`src/rtl/fifo_wr_arbiter_pkg.sv`:
```
// Shared state type and sizing helpers for the FIFO write arbiter.
package fifo_arb_pkg;

    typedef enum logic {IDLE = 1'b0, BURST = 1'b1} state_t;

    localparam int NUM_REQ_DEF   = 4;
    localparam int MAX_BURST_DEF = 8;
    localparam int ID_W          = $clog2(NUM_REQ_DEF);
    localparam int BEAT_W        = $clog2(MAX_BURST_DEF + 1);

    // Index width that never collapses to zero bits.
    function automatic int idx_w(input int n);
        return (n > 1) ? $clog2(n) : 1;
    endfunction

endpackage

```
`src/rtl/fifo_wr_arbiter_rr_pick.sv`:
```
// Combinational round-robin picker: first set request strictly after i_ptr, with wrap.
module rr_pick import fifo_arb_pkg::*; #(
    parameter int NUM_REQ = 4,
    parameter int ID_BITS = idx_w(NUM_REQ)
) (
    input  logic [NUM_REQ-1:0] i_req,
    input  logic [ID_BITS-1:0] i_ptr,
    output logic [ID_BITS-1:0] o_winner,
    output logic               o_any
);

    logic [ID_BITS-1:0] w_idx;

    always_comb begin
        o_winner = '0;
        o_any    = 1'b0;
        w_idx    = '0;
        for (int k = 1; k <= NUM_REQ; k++) begin
            w_idx = ID_BITS'((int'(i_ptr) + k) % NUM_REQ);
            if (!o_any && i_req[w_idx]) begin
                o_any    = 1'b1;
                o_winner = w_idx;
            end
        end
    end

endmodule

```
`src/rtl/fifo_wr_arbiter.sv`:
```
// Round-robin burst arbiter sharing one FIFO write port among NUM_REQ producers,
// with a registered write stage and headroom-based throttling.
module fifo_wr_arbiter import fifo_arb_pkg::*; #(
    parameter int NUM_REQ   = NUM_REQ_DEF,
    parameter int DATA_W    = 8,
    parameter int DEPTH     = 64,
    parameter int CNT_W     = 8,
    parameter int MAX_BURST = MAX_BURST_DEF,
    parameter int MARGIN    = 4
) (
    input  logic                        clk,
    input  logic                        rst,
    input  logic [NUM_REQ-1:0]          req_valid,
    input  logic [NUM_REQ*DATA_W-1:0]   req_data,
    input  logic [NUM_REQ-1:0]          req_last,
    output logic [NUM_REQ-1:0]          req_ready,
    input  logic                        fifo_full,
    input  logic [CNT_W-1:0]            fifo_count,
    output logic                        fifo_wr_en,
    output logic [DATA_W-1:0]           fifo_din,
    output logic                        grant_valid,
    output logic [idx_w(NUM_REQ)-1:0]   grant_id
);

    localparam int                GID_W       = idx_w(NUM_REQ);
    localparam int                BCNT_W      = idx_w(MAX_BURST + 1);
    localparam logic [CNT_W-1:0]  SPACE_LIMIT = CNT_W'(DEPTH - MARGIN);
    localparam logic [BCNT_W-1:0] BURST_LAST  = BCNT_W'(MAX_BURST);
    localparam logic [GID_W-1:0]  PTR_INIT    = GID_W'(NUM_REQ - 1);

    state_t              r_state, w_state_nxt;
    logic [GID_W-1:0]    r_grant_id, w_grant_id_nxt;
    logic [GID_W-1:0]    r_rr_ptr, w_rr_ptr_nxt;
    logic [GID_W-1:0]    w_winner;
    logic [BCNT_W-1:0]   r_beat_cnt, w_beat_cnt_nxt, w_beat_cnt_inc;
    logic                w_any, w_space, w_gvalid, w_glast, w_accept;
    logic [DATA_W-1:0]   w_gdata;
    logic                r_wr_en;
    logic [DATA_W-1:0]   r_din;

    rr_pick #(
        .NUM_REQ (NUM_REQ),
        .ID_BITS (GID_W)
    ) u_pick (
        .i_req    (req_valid),
        .i_ptr    (r_rr_ptr),
        .o_winner (w_winner),
        .o_any    (w_any)
    );

    // Either a full flag or too little headroom blocks acceptance.
    assign w_space        = !fifo_full && (fifo_count <= SPACE_LIMIT);
    assign w_gvalid       = req_valid[r_grant_id];
    assign w_glast        = req_last[r_grant_id];
    assign w_accept       = (r_state == BURST) && w_gvalid && w_space;
    assign w_beat_cnt_inc = r_beat_cnt + BCNT_W'(1);

    always_comb begin
        w_gdata = '0;
        for (int i = 0; i < NUM_REQ; i++) begin
            if (r_grant_id == GID_W'(i)) w_gdata = req_data[i*DATA_W +: DATA_W];
        end
    end

    always_comb begin
        req_ready = '0;
        if (r_state == BURST) req_ready[r_grant_id] = w_space;
    end

    always_comb begin
        w_state_nxt    = r_state;
        w_grant_id_nxt = r_grant_id;
        w_rr_ptr_nxt   = r_rr_ptr;
        w_beat_cnt_nxt = r_beat_cnt;
        case (r_state)
            IDLE: begin
                if (w_any) begin
                    w_state_nxt    = BURST;
                    w_grant_id_nxt = w_winner;
                    w_rr_ptr_nxt   = w_winner;
                    w_beat_cnt_nxt = '0;
                end
            end
            BURST: begin
                // A producer stall releases the grant; a space stall does not.
                if (!w_gvalid) begin
                    w_state_nxt = IDLE;
                end else if (w_space) begin
                    w_beat_cnt_nxt = w_beat_cnt_inc;
                    if (w_glast || (w_beat_cnt_inc == BURST_LAST)) w_state_nxt = IDLE;
                end
            end
            default: w_state_nxt = IDLE;
        endcase
    end

    always_ff @(posedge clk or posedge rst) begin
        if (rst) begin
            r_state    <= IDLE;
            r_grant_id <= '0;
            r_rr_ptr   <= PTR_INIT;
            r_beat_cnt <= '0;
            r_wr_en    <= 1'b0;
            r_din      <= '0;
        end else begin
            r_state    <= w_state_nxt;
            r_grant_id <= w_grant_id_nxt;
            r_rr_ptr   <= w_rr_ptr_nxt;
            r_beat_cnt <= w_beat_cnt_nxt;
            r_wr_en    <= w_accept;
            if (w_accept) r_din <= w_gdata;
        end
    end

    assign fifo_wr_en  = r_wr_en;
    assign fifo_din    = r_din;
    assign grant_valid = (r_state == BURST);
    assign grant_id    = r_grant_id;

endmodule

```
`config.mk`:
```
export PLATFORM = sky130hd
export DESIGN_NAME = fifo_wr_arbiter
export DESIGN_NICKNAME = d
export VERILOG_FILES = /design/src/rtl/fifo_wr_arbiter_pkg.sv /design/src/rtl/fifo_wr_arbiter_rr_pick.sv /design/src/rtl/fifo_wr_arbiter.sv
export SDC_FILE = /design/constraint.sdc
export NUM_CORES = 1
export LEC_CHECK = 0
export CAP_MARGIN = 20
export CORE_MARGIN = 2
export CORE_UTILIZATION = 38
export DETAILED_ROUTE_END_ITERATION = 16
export GPL_TIMING_DRIVEN = 0
export HOLD_SLACK_MARGIN = 0.08
export PLACE_DENSITY_LB_ADDON = 0.15
export SLEW_MARGIN = 10
export SYNTH_ARGS = -nofsm -noshare
export SYNTH_HDL_FRONTEND = slang
export SYNTH_SLANG_ARGS = --single-unit
export TNS_END_PERCENT = 20
```
`constraint.sdc`:
```
create_clock -name clk -period 2.7 [get_ports clk]
set_clock_uncertainty 0.2 [all_clocks]
set_input_delay 0.54 -clock clk [delete_from_list [all_inputs] [get_ports clk]]
set_output_delay 0.54 -clock clk [all_outputs]
set_load 0.005 [all_outputs]
```
==> results by stage <==
Outcome:
- The flow ran to the end, and the final reports show no timing, DRC or antenna violations.

Setup path:
- Data on the critical path arrives at its endpoint at 1910 ps.
- The register-to-register setup slack is 620 ps.
- Walking the worst path, the cells encountered are clkdlybuf4s50_1, nor4b_4, o21ai_2, nor3b_1, dlygate4sd2_1.
- The worst setup path is launched from an input port.
- The path depth of the worst reg2reg path is 5.
- Of all nets on the critical path, the largest fanout is 4.
- STA classifies the critical path endpoint as an output port.
- The worst register-to-register path begins at grant_id[1]$_DFFE_PP0P_.
- The count of buffer and inverter cells on the critical path is 2.
- The endpoint identified for the worst register-to-register timing path is fifo_din[2]$_DFFE_PP0P_.
- The largest single stage delay on the critical path is 460 ps.
- Broken down by cell family, the worst path's largest delay share belongs to buffers and inverters.
- The critical path is of the in -> out type.
- For the worst setup path, the data required time is 1960 ps.
- The slowest stage of the critical path is the clkdlybuf4s50_1 cell.

Cells and area:
- The area of combinational cells with multiple inputs is 704 µm².
- The share of post-route cells with drive strength above 1 is 18.5%.
- Leaving out fill and tap cells, the most frequent cells in the layout are clkdlybuf4s50_1 (61), dfrtp_1 (16), mux4_2 (9).
- The number of diodes added for antenna fixing is 0.
- The number of inserted filler cells in the final layout is 265.
- The total number of nets in the final design is 231.
- Relative to the synthesized area, the layout overhead comes to 64.2%.
- The area occupied by registers is 453 µm².
- The library cell used most frequently in the layout, excluding fill and tap cells, is clkdlybuf4s50_1.

Route:
- After detailed routing, the number of remaining DRC violations is 0.
- The detailed-route vias per instance is 5.30.
- The count of antenna-violating nets left after detailed routing is 0.
- For this block, the initial DRC count from the detailed router was 35.
- The final route contains 1,176 vias.
- The length of the first detailed-routing pass in iterations is 4.
- In the final routed layout, each cell accounts on average for 16.0 µm.
- After detailed routing, the total wire length is 3560 µm.

Clocking:
- Clock latency on the worst-skew pair, taken at its later pin, is 290 ps.
- TritonCTS built the clock tree.
- The clock transition at the register clock pins on the worst setup and hold paths after CTS is 100 ps.
- In this run the number of H-tree levels came out at 1.
- Counting the buffers created by CTS gives 3.
- The clock passes through at most 2 buffers.
- The master cell of the clock root buffer is clkbuf_4.
- After clock tree synthesis, the flow added hold-fix buffers numbering 0.
- The total clock sinks is 18.

Placement:
- The total of buffers placed on input and output ports is 66.
- After legalization and detailed placement, the total HPWL measured 2840 µm.
- The congestion estimate from routability-driven global placement came to 0.797.
- The worst setup slack after placement is -550 ps.

Synthesis:
- The post-synthesis cell type with the largest combined area is dfrtp_1.
- Synthesis produced a netlist with a net count of 158.
- Among all flip-flop cells after synthesis, the most frequent one is dfrtp_1.
- The synthesis warning total is 0.
- Yosys mapped a number of flops with a built-in enable equal to 0.
- The area share of the largest cell type after synthesis is 33.1%.
- Synthesis instantiated 38 different standard cells from the library.
- The share of synthesized area occupied by flip-flops and latches is 37.4%.
- Synthesis inferred 18 register bits.
- The total standard cell area after synthesis is 0.00121 mm².
- Ranked by total cell area, the synthesized netlist is headed by dfrtp_1 (33%), mux4_2 (17%), mux2_2 (5.6%).
- The post-synthesis instance total is 106.
- Each instance of the synthesized netlist takes up on average 11.4 µm².
- The fraction of synthesis flops using an asynchronous set or reset pin is 100%.

Floorplanning:
- For this configuration, the core starts out at a cell density of 39.7%.
- The core region is 0.00305 mm².
- The floorplan die area is 0.00365 mm².
- The initialized floorplan defines 20 standard-cell rows.
- The die is 60.5 µm tall.
- The horizontal die dimension is 60.5 µm.
- During I/O placement, the number of pins put on the boundary was 67.

Timing:
- Setup repair after global routing could not meet its margin everywhere.
- After layout, the worst setup slack is 49.1 ps.
- The final critical path takes up 98.2% of the cycle.
- After routing, the total negative slack on setup checks comes to 0 ps.
- For this run, the top clock speed supported by timing is 0.377 GHz.
- In this run the tightest slew margin relative to its limit is 53.9%.
- Setup violations remaining at the end of the flow were counted as 0.
- The number of hold violations in the final report is 0.
- For the pin with the worst max-slew slack, the measured transition is 691 ps.
- The count of final max-slew check failures was 0.
- The smallest clock period supported by the final layout is computed as 2650 ps.

GRT:
- The initial antenna violation count is 0.
- Global routing used 20.0% of the available tracks.
- Entering global routing, the biggest net connects 19 pins.
- The overflow left after global routing is 0.
- The number of global-route vias before repair is 1,118.
- The wire length of the first global-routing pass is 5330 µm.

Run:
- The tool flagged a number of max-cap violations equal to 0.

Power and ir drop:
- The worst IR drop on VDD is 0.486 mV.
- The static power due to leakage is 0.851 nW.
- The power density of the placed cells is 703 mW/mm².

Hold path:
- The cell depth of the worst min-delay path is 1.
- The worst hold path startpoint is fifo_din[7]$_DFFE_PP0P_.
- The classification of the worst-slack hold path is reg -> reg.
- The sink of the worst hold path is fifo_din[7]$_DFFE_PP0P_.
==> layout make-up <==
class,count,share of cell area (%)
inverters,7,1.32
flip-flops and latches,18,22.8
well taps,44,2.77
multi-input cells,76,35.4
repair buffers,68,33.9
plain buffers,5,2.01
clock buffers,4,1.83
==> state kept, by name, summed over array words and instances (netlist names) <==
register,count
fifo_din,8
grant_id,2
r_rr_ptr,2
fifo_wr_en,1
r_beat_cnt,4
grant_valid,1
==> synthesized netlist by cell type (all sizes together), types with 2 or more instances <==
master / n
nor3b: 5
nand2: 8
dfrtp: 16
a21oi: 4
nor2: 5
nor3: 3
o211ai: 2
and3b: 2
dfstp: 2
nand3: 3
inv: 7
mux2: 8
mux4: 10
a21o: 2
buf: 4
o21ai: 9
==> worst reg2reg max path, delay by kind of cell (launching register included) <==
family | cells | cell delay, ps
mux | 2 | 880
flops | 1 | 380
buf+inv | 2 | 320
compound gates | 1 | 200
==> report_power, final <==
| part | internal, mW | total [mW] | switching, mW |
|---|---|---|---|
| clock | 0.0821 | 0.167 | 0.0851 |
| combinational | 0.470 | 0.761 | 0.291 |
| sequential | 0.383 | 0.470 | 0.0863 |
==> routing by layer <==
layer | global-route usage [%] | wire, µm | vias to the layer above | share of wire (%)
li1 | - | - | 550 | -
met1 | 23.7 | 1420 | 562 | 40
met2 | 35.4 | 1710 | 58 | 48
met3 | 5.76 | 361 | 6 | 10
met4 | 5.59 | 61 | 0 | 1.7
met5 | 0 | 0 | - | 0
==> worst max path at each step <==
stage | startpoint | endpoint | cells after the start
after CTS | fifo_count[4] | req_ready[3] | 6
after floorplan | fifo_count[7] | req_ready[1] | 3
after global placement | fifo_count[7] | req_ready[1] | 5
final | fifo_full | req_ready[2] | 5
after global routing | fifo_full | req_ready[2] | 5
after detailed placement | fifo_count[7] | req_ready[1] | 5
==> per-stage QoR <==
| step | hold WS [ps] | total power [mW] | utilization [%] | instance area [µm²] | std cells |
|---|---|---|---|---|---|
| 2_1_floorplan | 270 | 0.884 | - | 1210 | 106 |
| 3_3_place_gp | 276 | 1.22 | 63.1 | 1930 | 216 |
| 3_5_place_dp | 282 | 1.24 | 63.1 | 1930 | 216 |
| 4_1_cts | 308 | 1.41 | 64.8 | 1980 | 221 |
| 5_1_grt | 337 | 1.50 | 65.1 | 1990 | 222 |
| 6_report | 303 | 1.40 | 65.1 | 1990 | 222 |
==> kinds of logic (layout without fill, tap and decap cells) <==
| logic type | Yosys count | in the layout | share of synthesized area (%) |
|---|---|---|---|
| and+or+nand+nor | 32 | 32 | 15.1 |
| adders and majority gates | 1 | 1 | 1.03 |
| buffers and inverters | 12 | 84 | 5.47 |
| DFF | 18 | 18 | 37.4 |
| muxes | 19 | 19 | 27.2 |
| AOI/OAI and AO/OA | 24 | 24 | 13.8 |
==> what timing repair did <==
item                                    in CTS  in global routing
endpoints found under the setup margin       4                  4
hold endpoints to repair                     0                  0
gates cloned                                 0                  0
gates resized for setup                      7                  1
pin swaps                                    3                  2
buffers inserted                             1                  1
Power figures use the tool's default switching activity.
